### config.mk
export PLATFORM = sky130hd
export DESIGN_NAME = uart_core
export DESIGN_NICKNAME = d
export VERILOG_FILES = /design/src/rtl/uart_core.sv
export SDC_FILE = /design/constraint.sdc
export NUM_CORES = 1
export LEC_CHECK = 0
export BUFFER_PORTS_ARGS = -buffer_cell sky130_fd_sc_hd__clkbuf_2
export CAP_MARGIN = 30
export CORE_AREA = 2 2 56 110
export CTS_BUF_LIST = sky130_fd_sc_hd__clkbuf_2
export DETAILED_ROUTE_END_ITERATION = 10
export DIE_AREA = 0 0 58 112
export PLACE_DENSITY = 0.79
export SLEW_MARGIN = 5
export SYNTH_ARGS = -nofsm -noshare
export SYNTH_HDL_FRONTEND = slang
export SYNTH_SLANG_ARGS = --single-unit
### constraint.sdc
create_clock -name CLK -period 2 [get_ports CLK]
set_input_delay 0 -clock CLK [delete_from_list [all_inputs] [get_ports CLK]]
set_output_delay 0 -clock CLK [all_outputs]
set_load 0.02 [all_outputs]
### src/rtl/uart_core.sv
`default_nettype none
// ============================================================================
// Module   : uart_core
// Purpose  : Full-duplex UART transceiver on a single clock. Per-bit cycle
//            counters provide bit timing. TX uses a valid/ready handshake.
//            RX delivers each frame as a one-cycle valid pulse with frame and
//            parity flags.
// Options  : UART_CORE_PARITY_EN - when defined, an even-parity bit is added
//            after the data on TX and checked on RX.
// Revision : 1.0 - initial release
// ============================================================================
module uart_core #(
    parameter int CLKS_PER_BIT = 5208,
    parameter int DATA_BITS    = 8,
    parameter int STOP_BITS    = 1
) (
    input  logic                 CLK,
    input  logic                 RST,
    input  logic [DATA_BITS-1:0] tx_data,
    input  logic                 tx_valid,
    output logic                 tx_ready,
    output logic                 TX,
    input  logic                 RX,
    output logic [DATA_BITS-1:0] rx_data,
    output logic                 rx_valid,
    output logic                 rx_frame_err,
    output logic                 rx_parity_err,
    output logic                 rx_busy
);

    localparam int c_tx_cnt_w = $clog2(STOP_BITS * CLKS_PER_BIT);
    localparam int c_rx_cnt_w = $clog2(CLKS_PER_BIT);
    localparam int c_bit_w    = $clog2(DATA_BITS);

    localparam logic [c_tx_cnt_w-1:0] c_tx_bit_last  = c_tx_cnt_w'(CLKS_PER_BIT - 1);
    localparam logic [c_tx_cnt_w-1:0] c_tx_stop_last = c_tx_cnt_w'(STOP_BITS * CLKS_PER_BIT - 1);
    localparam logic [c_rx_cnt_w-1:0] c_rx_bit_last  = c_rx_cnt_w'(CLKS_PER_BIT - 1);
    localparam logic [c_rx_cnt_w-1:0] c_rx_half      = c_rx_cnt_w'(CLKS_PER_BIT / 2);
    localparam logic [c_bit_w-1:0]    c_data_last    = c_bit_w'(DATA_BITS - 1);

    typedef enum logic [2:0] {
        TX_IDLE   = 3'd0,
        TX_START  = 3'd1,
        TX_DATA   = 3'd2,
`ifdef UART_CORE_PARITY_EN
        TX_PARITY = 3'd3,
`endif
        TX_STOP   = 3'd4
    } tx_state_t;

    typedef enum logic [2:0] {
        RX_IDLE   = 3'd0,
        RX_START  = 3'd1,
        RX_DATA   = 3'd2,
`ifdef UART_CORE_PARITY_EN
        RX_PARITY = 3'd3,
`endif
        RX_STOP   = 3'd4
    } rx_state_t;

    // ------------------------------------------------------------------ TX
    tx_state_t              r_tx_state, w_tx_state_nxt;
    logic [c_tx_cnt_w-1:0]  r_tx_cnt,   w_tx_cnt_nxt;
    logic [c_bit_w-1:0]     r_tx_bit,   w_tx_bit_nxt;
    logic [DATA_BITS-1:0]   r_tx_shift, w_tx_shift_nxt;
    logic                   r_tx;
    logic                   w_tx_line_nxt;
    logic                   r_out_rst;
    logic                   r_rdy_en;
    logic                   w_tx_hs;
`ifdef UART_CORE_PARITY_EN
    logic                   r_tx_par;
`endif

    // Ready is held off for one whole cycle after reset release.
    assign tx_ready = r_rdy_en & ~RST & (r_tx_state == TX_IDLE);
    assign w_tx_hs  = tx_valid & tx_ready;
    assign TX       = r_tx;

    // TX next-state, counters and next line level (line is registered).
    always_comb begin
        w_tx_state_nxt = r_tx_state;
        w_tx_cnt_nxt   = r_tx_cnt + 1'b1;
        w_tx_bit_nxt   = r_tx_bit;
        w_tx_shift_nxt = r_tx_shift;
        case (r_tx_state)
            TX_IDLE: begin
                w_tx_cnt_nxt = '0;
                if (w_tx_hs) begin
                    w_tx_shift_nxt = tx_data;
                    w_tx_state_nxt = TX_START;
                end
            end
            TX_START: begin
                if (r_tx_cnt == c_tx_bit_last) begin
                    w_tx_cnt_nxt   = '0;
                    w_tx_bit_nxt   = '0;
                    w_tx_state_nxt = TX_DATA;
                end
            end
            TX_DATA: begin
                if (r_tx_cnt == c_tx_bit_last) begin
                    w_tx_cnt_nxt   = '0;
                    w_tx_shift_nxt = {1'b0, r_tx_shift[DATA_BITS-1:1]};
                    if (r_tx_bit == c_data_last) begin
`ifdef UART_CORE_PARITY_EN
                        w_tx_state_nxt = TX_PARITY;
`else
                        w_tx_state_nxt = TX_STOP;
`endif
                    end else begin
                        w_tx_bit_nxt = r_tx_bit + 1'b1;
                    end
                end
            end
`ifdef UART_CORE_PARITY_EN
            TX_PARITY: begin
                if (r_tx_cnt == c_tx_bit_last) begin
                    w_tx_cnt_nxt   = '0;
                    w_tx_state_nxt = TX_STOP;
                end
            end
`endif
            TX_STOP: begin
                if (r_tx_cnt == c_tx_stop_last) begin
                    w_tx_cnt_nxt   = '0;
                    w_tx_state_nxt = TX_IDLE;
                end
            end
            default: begin
                w_tx_cnt_nxt   = '0;
                w_tx_state_nxt = TX_IDLE;
            end
        endcase

        case (w_tx_state_nxt)
            TX_START:  w_tx_line_nxt = 1'b0;
            TX_DATA:   w_tx_line_nxt = w_tx_shift_nxt[0];
`ifdef UART_CORE_PARITY_EN
            TX_PARITY: w_tx_line_nxt = r_tx_par;
`endif
            default:   w_tx_line_nxt = 1'b1;
        endcase
    end

    // TX state register, registered line output and post-reset ready gate.
    always_ff @(posedge CLK) begin
        if (RST) begin
            r_tx_state <= TX_IDLE;
            r_tx_cnt   <= '0;
            r_tx_bit   <= '0;
            r_tx_shift <= '0;
            r_tx       <= 1'b1;
            r_out_rst  <= 1'b0;
            r_rdy_en   <= 1'b0;
`ifdef UART_CORE_PARITY_EN
            r_tx_par   <= 1'b0;
`endif
        end else begin
            r_tx_state <= w_tx_state_nxt;
            r_tx_cnt   <= w_tx_cnt_nxt;
            r_tx_bit   <= w_tx_bit_nxt;
            r_tx_shift <= w_tx_shift_nxt;
            r_tx       <= w_tx_line_nxt;
            r_out_rst  <= 1'b1;
            r_rdy_en   <= r_out_rst;
`ifdef UART_CORE_PARITY_EN
            if (w_tx_hs) begin
                r_tx_par <= ^tx_data;
            end
`endif
        end
    end

    // ------------------------------------------------------------------ RX
    logic                   r_rx_s1, r_rx_s2;
    rx_state_t              r_rx_state, w_rx_state_nxt;
    logic [c_rx_cnt_w-1:0]  r_rx_cnt,   w_rx_cnt_nxt;
    logic [c_bit_w-1:0]     r_rx_bit,   w_rx_bit_nxt;
    logic [DATA_BITS-1:0]   r_rx_shift, w_rx_shift_nxt;
    logic                   w_rx_done;
    logic [DATA_BITS-1:0]   r_rx_data;
    logic                   r_rx_valid;
    logic                   r_rx_ferr;
`ifdef UART_CORE_PARITY_EN
    logic                   r_rx_par_bad, w_rx_par_bad_nxt;
    logic                   r_rx_perr;
    assign rx_parity_err = r_rx_perr;
`else
    assign rx_parity_err = 1'b0;
`endif

    assign rx_data      = r_rx_data;
    assign rx_valid     = r_rx_valid;
    assign rx_frame_err = r_rx_ferr;
    assign rx_busy      = (r_rx_state != RX_IDLE);

    // Two-flop synchroniser for the asynchronous serial input (idles high).
    always_ff @(posedge CLK) begin
        if (RST) begin
            r_rx_s1 <= 1'b1;
            r_rx_s2 <= 1'b1;
        end else begin
            r_rx_s1 <= RX;
            r_rx_s2 <= r_rx_s1;
        end
    end

    // RX next-state: start-bit glitch check at half bit, then one sample per bit.
    always_comb begin
        w_rx_state_nxt = r_rx_state;
        w_rx_cnt_nxt   = r_rx_cnt + 1'b1;
        w_rx_bit_nxt   = r_rx_bit;
        w_rx_shift_nxt = r_rx_shift;
        w_rx_done      = 1'b0;
`ifdef UART_CORE_PARITY_EN
        w_rx_par_bad_nxt = r_rx_par_bad;
`endif
        case (r_rx_state)
            RX_IDLE: begin
                w_rx_cnt_nxt = '0;
                if (!r_rx_s2) begin
                    w_rx_state_nxt = RX_START;
                end
            end
            RX_START: begin
                if (r_rx_cnt == c_rx_half) begin
                    w_rx_cnt_nxt   = '0;
                    w_rx_bit_nxt   = '0;
                    w_rx_state_nxt = r_rx_s2 ? RX_IDLE : RX_DATA;
                end
            end
            RX_DATA: begin
                if (r_rx_cnt == c_rx_bit_last) begin
                    w_rx_cnt_nxt   = '0;
                    w_rx_shift_nxt = {r_rx_s2, r_rx_shift[DATA_BITS-1:1]};
                    if (r_rx_bit == c_data_last) begin
`ifdef UART_CORE_PARITY_EN
                        w_rx_state_nxt = RX_PARITY;
`else
                        w_rx_state_nxt = RX_STOP;
`endif
                    end else begin
                        w_rx_bit_nxt = r_rx_bit + 1'b1;
                    end
                end
            end
`ifdef UART_CORE_PARITY_EN
            RX_PARITY: begin
                if (r_rx_cnt == c_rx_bit_last) begin
                    w_rx_cnt_nxt     = '0;
                    w_rx_par_bad_nxt = r_rx_s2 ^ (^r_rx_shift);
                    w_rx_state_nxt   = RX_STOP;
                end
            end
`endif
            RX_STOP: begin
                if (r_rx_cnt == c_rx_bit_last) begin
                    w_rx_cnt_nxt   = '0;
                    w_rx_done      = 1'b1;
                    w_rx_state_nxt = RX_IDLE;
                end
            end
            default: begin
                w_rx_cnt_nxt   = '0;
                w_rx_state_nxt = RX_IDLE;
            end
        endcase
    end

    // RX state register and frame result registers (valid is a single pulse).
    always_ff @(posedge CLK) begin
        if (RST) begin
            r_rx_state <= RX_IDLE;
            r_rx_cnt   <= '0;
            r_rx_bit   <= '0;
            r_rx_shift <= '0;
            r_rx_data  <= '0;
            r_rx_valid <= 1'b0;
            r_rx_ferr  <= 1'b0;
`ifdef UART_CORE_PARITY_EN
            r_rx_par_bad <= 1'b0;
            r_rx_perr    <= 1'b0;
`endif
        end else begin
            r_rx_state <= w_rx_state_nxt;
            r_rx_cnt   <= w_rx_cnt_nxt;
            r_rx_bit   <= w_rx_bit_nxt;
            r_rx_shift <= w_rx_shift_nxt;
            r_rx_valid <= w_rx_done;
`ifdef UART_CORE_PARITY_EN
            r_rx_par_bad <= w_rx_par_bad_nxt;
`endif
            if (w_rx_done) begin
                r_rx_data <= r_rx_shift;
                r_rx_ferr <= ~r_rx_s2;
`ifdef UART_CORE_PARITY_EN
                r_rx_perr <= r_rx_par_bad;
`endif
            end
        end
    end

endmodule
`default_nettype wire

==> metrics.csv <==
metric,value,unit
antenna_found_initial,0,
criticalPathCategory,reg2reg,
first_global_vias,2557,
rrSetupSlack,-10,ps
core_area,0.00566,mm2
netlist_area,0.00302,mm2
setup_ws,-13.7,ps
synth-xor-area-share,6.68,%
postCtsSetupRepairBufs,0,
overflow,0,
placementRows,39,
final_area,0.00368,mm2
ys_async_sr_fraction,0,%
ant_nets,0,
gp_congestion,0.793,
die_w,58,um
fin_skew,18.9,ps
drive_gt1_share,23.3,%
totalWireLength,6490,um
fin_nets,414,
critPathRequiredTime,2420,ps
drc,0,
syn_nets,351,
period_needed,2010,ps
vias,2552,
ys_seq_area_share,45.8,%
dp_slack,-35.1,ps
cts.sinks,69,
fin_util,65.1,%
clock-root-buffer,clkbuf_2,
grt_max_degree,34,
synthDistinctLibCells,52,
cts-htree-levels,3,
syn_inst,332,
leakagePower,0.00154,uW
clk_latency,520,ps
setup_viol,1,
clk_path_buf_depth,2,
numPortBuffers,24,
grt_setup_unrepaired,yes,
drv_slew,0,
place_area,0.00341,mm2
crit_path_start_kind,flop,
hold_violations,0,
drt_iter0_markers,83,
wl_per_cell,14.1,um
clk_pin_slew,170,ps
regArea,0.00139,mm2
die_h,112,um
antenna_cells,0,
dp_cells,433,
fin_crit_sh,101,%
cts_inserted_buffers,9,
yosysWarnings,0,
irDropWorstVdd,0.607,mV
timing.critical_path.to_type,flop,
drv_cap,0,
synth_edf_count,0,
die_area,0.00650,mm2
grt_pass1_wl,11100,um
initial_core_util,53.3,%
ys_ff_latch,69,
synth_compound_area_share,8.79,%
synth_top_family_by_area,simple AND/OR/NAND/NOR gates,
layoutNonFillerInstCount,460,
hold_class,in2reg,
num_io_pins,26,
synth_mux_area_share,6.01,%
synthToLayoutAreaGrowth,22.1,%
synthAdderAreaFrac,2.90,%
place.detailed.hpwl,4720,um
whs,112,ps
ys.flop_type,dfxtp_1,
grt_usage,22.1,%
multiInputGateArea,0.00158,mm2
max_freq,497,MHz
violations,setup timing,
fillCellCount,452,
yosys.area_share.simple,26.4,%
cts_tree,yes,
cp_max_fo,5,
synth.avg_cell_area,9.09,um2
status,"complete, but fails checks",
power.density,645,mW/mm2
firstDrtPassIters,4,
arrival,2430,ps
via_per_inst,5.55,
-- cells in the final DEF (no fill, tap or decap), drive strengths merged, types with 2 or more instances in the layout --
| master | instances |
|---|---|
| nor3 | 4 |
| nor2b | 4 |
| inv | 9 |
| nand4 | 4 |
| a21oi | 16 |
| xnor2 | 9 |
| a22o | 3 |
| xor2 | 14 |
| dlygate4sd3 | 11 |
| mux2i | 17 |
| nand2b | 7 |
| or4 | 2 |
| or3 | 2 |
| clkbuf | 34 |
| ha | 7 |
| a22oi | 7 |
| clkinv | 3 |
| nand3b | 2 |
| nand3 | 15 |
| or2 | 3 |
| nor2 | 60 |
| o21ai | 3 |
| nand2 | 19 |
| and2 | 4 |
| nor4 | 4 |
| buf | 32 |
| bufinv | 2 |
| or3b | 2 |
| and3 | 8 |
| dfxtp | 69 |
| nor4b | 2 |
| or4b | 3 |
-- per-layer routing --
layer  vias to the layer above  part of all wire [%]  wire [um]  GRT usage, %
met1                      1206                    38       2470          22.3
met2                        47                    54       3540          39.1
met3                        20                   3.8        245          6.97
met4                         0                   3.7        239          11.5
met5                         -                     0          0             0
li1                       1279                     -          -             -
-- final cells by class --
cell class | count | area share [%]
repair buffers | 67 | 13.0
inverters | 9 | 0.917
clock inverters | 5 | 2.07
multi-input cells | 239 | 42.8
clock buffers | 10 | 1.36
flip-flops and latches | 69 | 37.8
well taps | 61 | 2.07
-- path summary, 6_finish.rpt --
path / startpoint / end / cells after the start
max: r_tx_cnt[11]$_SDFF_PP0_ / r_tx_bit[0]$_SDFFE_PP0P_ / 5
min: tx_valid / r_tx_state[0]$_SDFF_PP0_ / 4
max reg2reg: r_tx_cnt[11]$_SDFF_PP0_ / r_tx_bit[0]$_SDFFE_PP0P_ / 5
min reg2reg: r_rx_s1$_SDFF_PP1_ / r_rx_s2$_SDFF_PP1_ / 1
-- through the flow --
stage          total power (uW)  TNS, ps
2_1_floorplan              1470        0
3_3_place_gp               1500    -10.6
3_5_place_dp               1500    -35.1
4_1_cts                    2400    -31.5
5_1_grt                    2460     -813
6_report                   2380    -13.7
-- registers in the layout (all words and copies together), names as in the netlist --
name and flops:
rx_frame_err 1, r_out_rst 1, r_rdy_en 1, r_rx_shift 8
r_tx_shift 8, r_tx_bit 3, r_rx_s1 1, r_rx_cnt 13
r_rx_bit 3, r_tx_cnt 13, rx_valid 1, r_tx_state 3
r_rx_state 3, rx_data 8, r_rx_s2 1, TX 1
-- critical path: stages (launching register included) --
cell	delay [ps]
dfxtp_2	360
or4b_4	560
or4_4	490
a211oi_4	260
mux2i_1	220
nor2_1	50
-- cells in the mapped netlist (2+ instances only) --
cell / n / area, um2
nand2_1: 19 / 71.3
a21oi_1: 16 / 80.1
buf_4: 2 / 15.0
and3_1: 8 / 50.1
a22o_1: 3 / 26.3
o21ai_0: 3 / 15.0
dfxtp_1: 69 / 1380
nand2b_1: 7 / 43.8
or4b_2: 2 / 20.0
xnor2_1: 9 / 78.8
nor2b_1: 4 / 25.0
ha_1: 7 / 87.6
or3_1: 2 / 12.5
or2_2: 3 / 18.8
nor4_1: 3 / 18.8
and2_1: 4 / 25.0
nand3b_1: 2 / 15.0
nor3_1: 4 / 20.0
clkbuf_1: 12 / 45.0
inv_1: 9 / 33.8
xor2_1: 14 / 123
mux2i_1: 17 / 170
or3b_2: 2 / 17.5
nor2_1: 59 / 221
nand4_1: 4 / 25.0
a22oi_1: 7 / 52.6
nand3_1: 15 / 75.1
nor4b_1: 2 / 17.5
-- logic make-up after synthesis --
| group | after synthesis |
|---|---|
| other | 1 |
| buffers and inverters | 24 |
| XOR/XNOR | 23 |
| multiplexers | 18 |
| AND/OR/NAND/NOR | 152 |
| AO/OA/AOI/OAI | 38 |
| flip-flops | 69 |
| adder cells (fa/ha/maj) | 7 |
-- report_power, final --
part | internal (uW) | switching, uW | total [uW]
combinational | 42.3 | 50.9 | 93.2
sequential | 1390 | 8.35 | 1390
clock | 407 | 481 | 888
-- what timing repair did --
action,4_1_cts,5_1_grt
hold endpoints to repair,20,0
pin swaps,1,4
resized for setup,0,10
setup endpoints to repair,4,38
gates cloned,0,1
hold buffers,11,0
Note: power is estimated with default switching activity, not from simulation.
